File: config.mk
export PLATFORM = sky130hd
export DESIGN_NAME = mem_arbiter
export DESIGN_NICKNAME = d
export VERILOG_FILES = /design/src/rtl/mem_arbiter.sv
export SDC_FILE = /design/constraint.sdc
export NUM_CORES = 1
export LEC_CHECK = 0
export CORE_AREA = 2 2 121 123
export DETAILED_ROUTE_END_ITERATION = 7
export DIE_AREA = 0 0 123 125
export MAX_ROUTING_LAYER = met4
export PLACE_DENSITY = 0.76
export REMOVE_ABC_BUFFERS = 1
export SLEW_MARGIN = 30
export SYNTH_ARGS = -nofsm -noshare
export SYNTH_HDL_FRONTEND = slang
export SYNTH_SLANG_ARGS = --single-unit
File: constraint.sdc
create_clock -name clk -period 8.6 [get_ports clk]
set_input_delay 1.72 -clock clk [delete_from_list [all_inputs] [get_ports clk]]
set_output_delay 1.72 -clock clk [all_outputs]
set_load 0.05 [all_outputs]
File: src/rtl/mem_arbiter.sv
// Arbiter that shares one single-port synchronous RAM between the CPU and a secondary master.
// The CPU always wins and sees no added latency. The secondary port only gets cycles the CPU leaves idle.
module mem_arbiter #(
  parameter int ADDR_W     = 32,
  parameter int STARVE_MAX = 16
) (
  input  logic              clk,
  input  logic              rstn,
  input  logic [ADDR_W-1:0] cpu_addr,
  input  logic [31:0]       cpu_wdata,
  input  logic [3:0]        cpu_wmask,
  input  logic              cpu_rstrb,
  output logic [31:0]       cpu_rdata,
  input  logic              dma_req,
  input  logic              dma_we,
  input  logic [ADDR_W-1:0] dma_addr,
  input  logic [31:0]       dma_wdata,
  input  logic [3:0]        dma_wmask,
  output logic              dma_ack,
  output logic [31:0]       dma_rdata,
  output logic              dma_starve,
  output logic [ADDR_W-1:0] ram_addr,
  output logic [31:0]       ram_wdata,
  output logic [3:0]        ram_wmask,
  output logic              ram_rstrb,
  input  logic [31:0]       ram_rdata
);

  typedef enum logic [1:0] {
    IDLE  = 2'd0,
    ISSUE = 2'd1,
    DONE  = 2'd2
  } state_t;

  localparam logic [4:0] STARVE_TH = 5'(STARVE_MAX);
  localparam logic [4:0] CNT_MAX   = 5'd31;

  state_t      state;
  logic [4:0]  starve_cnt;
  logic        op_rd;
  logic        cpu_rd_d;
  logic [31:0] cpu_rdata_q;
  logic [31:0] dma_rdata_q;
  logic        cpu_access;
  logic        dma_issue;

  assign cpu_access = cpu_rstrb | (|cpu_wmask);
  assign dma_issue  = (state == ISSUE) && !cpu_access;

  // RAM port mux. While reset is held, strobe and mask are forced low so nothing reaches the RAM.
  always_comb begin
    ram_addr  = cpu_addr;
    ram_wdata = cpu_wdata;
    ram_wmask = 4'b0000;
    ram_rstrb = 1'b0;
    if (!rstn) begin
      ram_wmask = 4'b0000;
      ram_rstrb = 1'b0;
    end else if (cpu_access) begin
      ram_wmask = cpu_wmask;
      ram_rstrb = cpu_rstrb;
    end else if (dma_issue) begin
      ram_addr  = dma_addr;
      ram_wdata = dma_wdata;
      ram_rstrb = !dma_we;
      ram_wmask = dma_we ? dma_wmask : 4'b0000;
    end
  end

  // Secondary handshake: dma_req rises with its fields and stays asserted until dma_ack.
  // dma_ack is a single-cycle pulse, and read data is valid with it.
  // dma_req is ignored in the ack cycle, so the master may drop it there.
  always_ff @(posedge clk or negedge rstn) begin
    if (!rstn) begin
      state       <= IDLE;
      starve_cnt  <= 5'd0;
      op_rd       <= 1'b0;
      dma_ack     <= 1'b0;
      dma_rdata_q <= 32'd0;
    end else begin
      dma_ack <= 1'b0;
      case (state)
        IDLE: begin
          starve_cnt <= 5'd0;
          if (dma_req) state <= ISSUE;
        end
        ISSUE: begin
          if (cpu_access) begin
            if (starve_cnt != CNT_MAX) starve_cnt <= starve_cnt + 5'd1;
          end else begin
            state   <= DONE;
            dma_ack <= 1'b1;
            op_rd   <= !dma_we;
          end
        end
        DONE: begin
          // Clear on the way out so dma_starve is already low in the first IDLE cycle.
          state      <= IDLE;
          starve_cnt <= 5'd0;
          if (op_rd) dma_rdata_q <= ram_rdata;
        end
        default: state <= IDLE;
      endcase
    end
  end

  // CPU read data is live for one cycle after the strobe. It is then held so the core can consume it later.
  always_ff @(posedge clk or negedge rstn) begin
    if (!rstn) begin
      cpu_rd_d    <= 1'b0;
      cpu_rdata_q <= 32'd0;
    end else begin
      cpu_rd_d <= cpu_rstrb;
      if (cpu_rd_d) cpu_rdata_q <= ram_rdata;
    end
  end

  assign cpu_rdata  = cpu_rd_d ? ram_rdata : cpu_rdata_q;
  assign dma_rdata  = ((state == DONE) && op_rd) ? ram_rdata : dma_rdata_q;
  assign dma_starve = (starve_cnt >= STARVE_TH);

endmodule

==> impl_metrics.yaml <==
final_layout:
  register_area_um2: 1850
  drive_above_1_share_pct: 26.0
  final_cell_mix: "clkdlybuf4s50_1, dfrtp_1, mux2_2"
  fin_cells: 757
  multiInputGateArea_um2: 1960
  fillCellCount: 1192
  num-nets-final: 744
  syn2layout_area_growth_pct: 86.4
  diodes: 0
  final_common_cell: "clkdlybuf4s50_1"
  fin_area_um2: 7460
clock_network:
  cts.repair.resized: 0
  postCtsSetupRepairBufs: 0
  numClockSinks: 74
  clkSlewWorstSetupHoldPaths_ns: 0.06
  h-tree-depth: 3
  hold_buffers: 0
  clk_path_buf_depth: 2
  cts_tree: "done"
  clock_latency_ns: 0.33
  cts-root-buf: "clkbuf_16"
  cts-buffers-inserted: 9
critical_path:
  cp.required_ns: 6.88
  critPathMaxStageDelay_ns: 0.71
  r2r-start: "starve_cnt[0]"
  crit_path_end_kind: "primary output"
  worstPathArrival_ns: 5.42
  crit_buf_inv: 3
  critPathTopFamily: "simple AND/OR/NAND/NOR gates"
  crit_path_frequent_cell: "clkdlybuf4s50_1"
  worstSetupPathType: "primary input to primary output"
  r2r.worst_path.cells: 7
  path_max_fanout: 38
  slowest_stage: "clkdlybuf4s50_1"
  reg2reg_setup_slack_ns: 6.61
  startpoint_type: "primary input"
  crit_chain: "clkdlybuf4s50_1 -> or4_4 -> nor4b_4 -> and2_4 -> buf_4 -> mux2_4 -> clkdlybuf4s50_1"
  rr_endpoint: "starve_cnt[3]"
routing:
  antenna_left: 0
  drcViolationCount: 0
  wl_per_cell_um: 21.9
  first_iter_violations: 155
  vias: 3462
  drt_first_pass_iters: 4
  vias_per_cell: 4.57
  wl_um: 16600
floorplan:
  core_um2: 14200
  fp-row-count: 44
  die_area_um2: 15400
  initial_core_util_pct: 28.2
  io_pins: 308
  fp.dieH_um: 125
  die_w_um: 123
global_route:
  grt_pass1_wl_um: 23600
  grt-ovfl-total: 0
  grt_use_total_pct: 21.8
  grt_max_degree: 80
  antenna_found_initial: 0
  grt_pass1_vias: 3802
timing:
  relSlewSlack_pct: 54.0
  skew_ns: 0.00661
  period_share_pct: 83.0
  slew_viol_final: 0
  hold_viol: 0
  setup_viol: 0
  fin_setup_tns_ns: 0
  rsz0062_at_grt: "no"
  period_needed_ns: 7.14
  tightest_slew_ns: 0.691
  timing.fmax_mhz: 140
place:
  postPlaceCellArea_um2: 7150
  globalplace.congestion: 0.906
  hpwlAfterDp_um: 13400
  dpl.cell_count: 741
  numPortBuffers: 307
yosys:
  synth_cell_types: 31
  yosys_warnings: 0
  synth_top_family_by_area: "multiplexers"
  ys_seq_area_share_pct: 46.3
  yosys.area_share.simple_pct: 3.85
  avgSynthCellArea_um2: 15.3
  netlist_area_um2: 4000
  synth-xor-area-share_pct: 0.438
  synthAdderAreaFrac_pct: 0.938
  synthCells: 262
  ys_ff_latch: 74
  muxShareOfSynthArea_pct: 41.7
  synth_compound_area_share_pct: 2.00
hold_path:
  min_path_cells: 1
  hp-start: "dma_rdata_q[5]"
  whs_endpoint: "dma_rdata_q[5]"
  hp-class: "flop to flop"
pwr:
  p_leak_nw: 3.04
  ir_drop_uv: 129
  power.density_nw_per_um2: 164
run_status:
  outcome: "completed"
run:
  drv_cap: 0
[sequential cells by signal, indices dropped and copies added (netlist names)]
name / flops
cpu_rdata_q: 32
dma_rdata_q: 32
starve_cnt: 5
state: 2
cpu_rd_d: 1
dma_ack: 1
op_rd: 1
[area by class of cell]
type | count | share of cell area (%)
inverters | 2 | 0.101
clock inverters | 7 | 1.01
clock buffers | 9 | 3.02
multi-input cells | 169 | 26.2
flip-flops and latches | 74 | 24.8
repair buffers | 312 | 41.7
well taps | 184 | 3.09
[cell usage after synthesis]
library cell | instances | area (µm²)
nor4b_4 | 1 | 23.8
nand3_1 | 3 | 15.0
o21a_1 | 1 | 7.51
and2_1 | 2 | 12.5
o21ai_1 | 1 | 5.00
mux2_2 | 64 | 721
nor2_1 | 4 | 15.0
buf_1 | 4 | 15.0
a31oi_1 | 4 | 25.0
and2_4 | 1 | 8.76
nor4b_1 | 1 | 8.76
nand3b_1 | 1 | 7.51
xnor2_1 | 2 | 17.5
buf_12 | 7 | 140
a21oi_1 | 1 | 5.00
o21ai_0 | 3 | 15.0
dfrtp_1 | 74 | 1850
a21boi_0 | 1 | 7.51
mux2_1 | 4 | 45.0
mux2_4 | 60 | 901
or3_1 | 1 | 6.26
or4_4 | 1 | 11.3
o211ai_1 | 1 | 7.51
nand2_1 | 2 | 7.51
clkbuf_1 | 5 | 18.8
buf_6 | 1 | 11.3
inv_1 | 2 | 7.51
and3_1 | 1 | 6.26
a211oi_1 | 1 | 7.51
ha_1 | 3 | 37.5
nor2b_1 | 5 | 31.3
[cell families after synthesis]
logic type | Yosys count
muxes | 128
DFF | 74
and+or+nand+nor | 23
buffers and inverters | 19
AOI/OAI and AO/OA | 13
adders and majority gates | 3
xor gates and xnor gates | 2
[worst reg2reg max path, stage by stage (launching register included)]
cell and delay, ns:
dfrtp_1 0.42, ha_1 0.24, and3_1 0.19, ha_1 0.18, nor2_1 0.12, o21ai_1 0.20, or3_1 0.39, a21boi_0 0.17
[worst max path at each step]
stage / depth (start not counted) / endpoint / start
finish: 7 / ram_addr[12] / cpu_rstrb
global route: 7 / ram_addr[12] / cpu_rstrb
CTS: 7 / ram_addr[12] / cpu_rstrb
detailed placement: 7 / ram_addr[12] / cpu_rstrb
global placement: 7 / ram_wdata[26] / cpu_rstrb
floorplan: 4 / ram_addr[0] / cpu_wmask[1]
[power by group]
part | total, mW | switching (mW) | internal [mW]
Combinational | 0.447 | 0.248 | 0.199
Sequential | 0.402 | 0.0179 | 0.384
Clock | 0.375 | 0.149 | 0.226
Total | 1.22 | 0.415 | 0.809
[metrics by stage]
| stage | hold WS (ns) | power [mW] | setup WS [ns] | utilization (%) |
|---|---|---|---|---|
| floorplan | 0.495 | 0.654 | 2.78 | - |
| global placement | 0.478 | 0.849 | 1.59 | 50.4 |
| detailed placement | 0.485 | 0.856 | 1.48 | 50.4 |
| CTS | 0.499 | 1.24 | 1.48 | 52.5 |
| global route | 0.507 | 1.27 | 1.31 | 52.5 |
| finish | 0.494 | 1.22 | 1.46 | 52.5 |
[layer usage]
metal / GRT usage, % / part of all wire (%) / up-vias
li1: - / - / 1549
met1: 24.2 / 38 / 1705
met2: 36.4 / 50 / 178
met3: 5.11 / 7.7 / 30
met4: 10.3 / 4.3 / 0
met5: - / 0 / -
(Power assumes the default switching activity.)
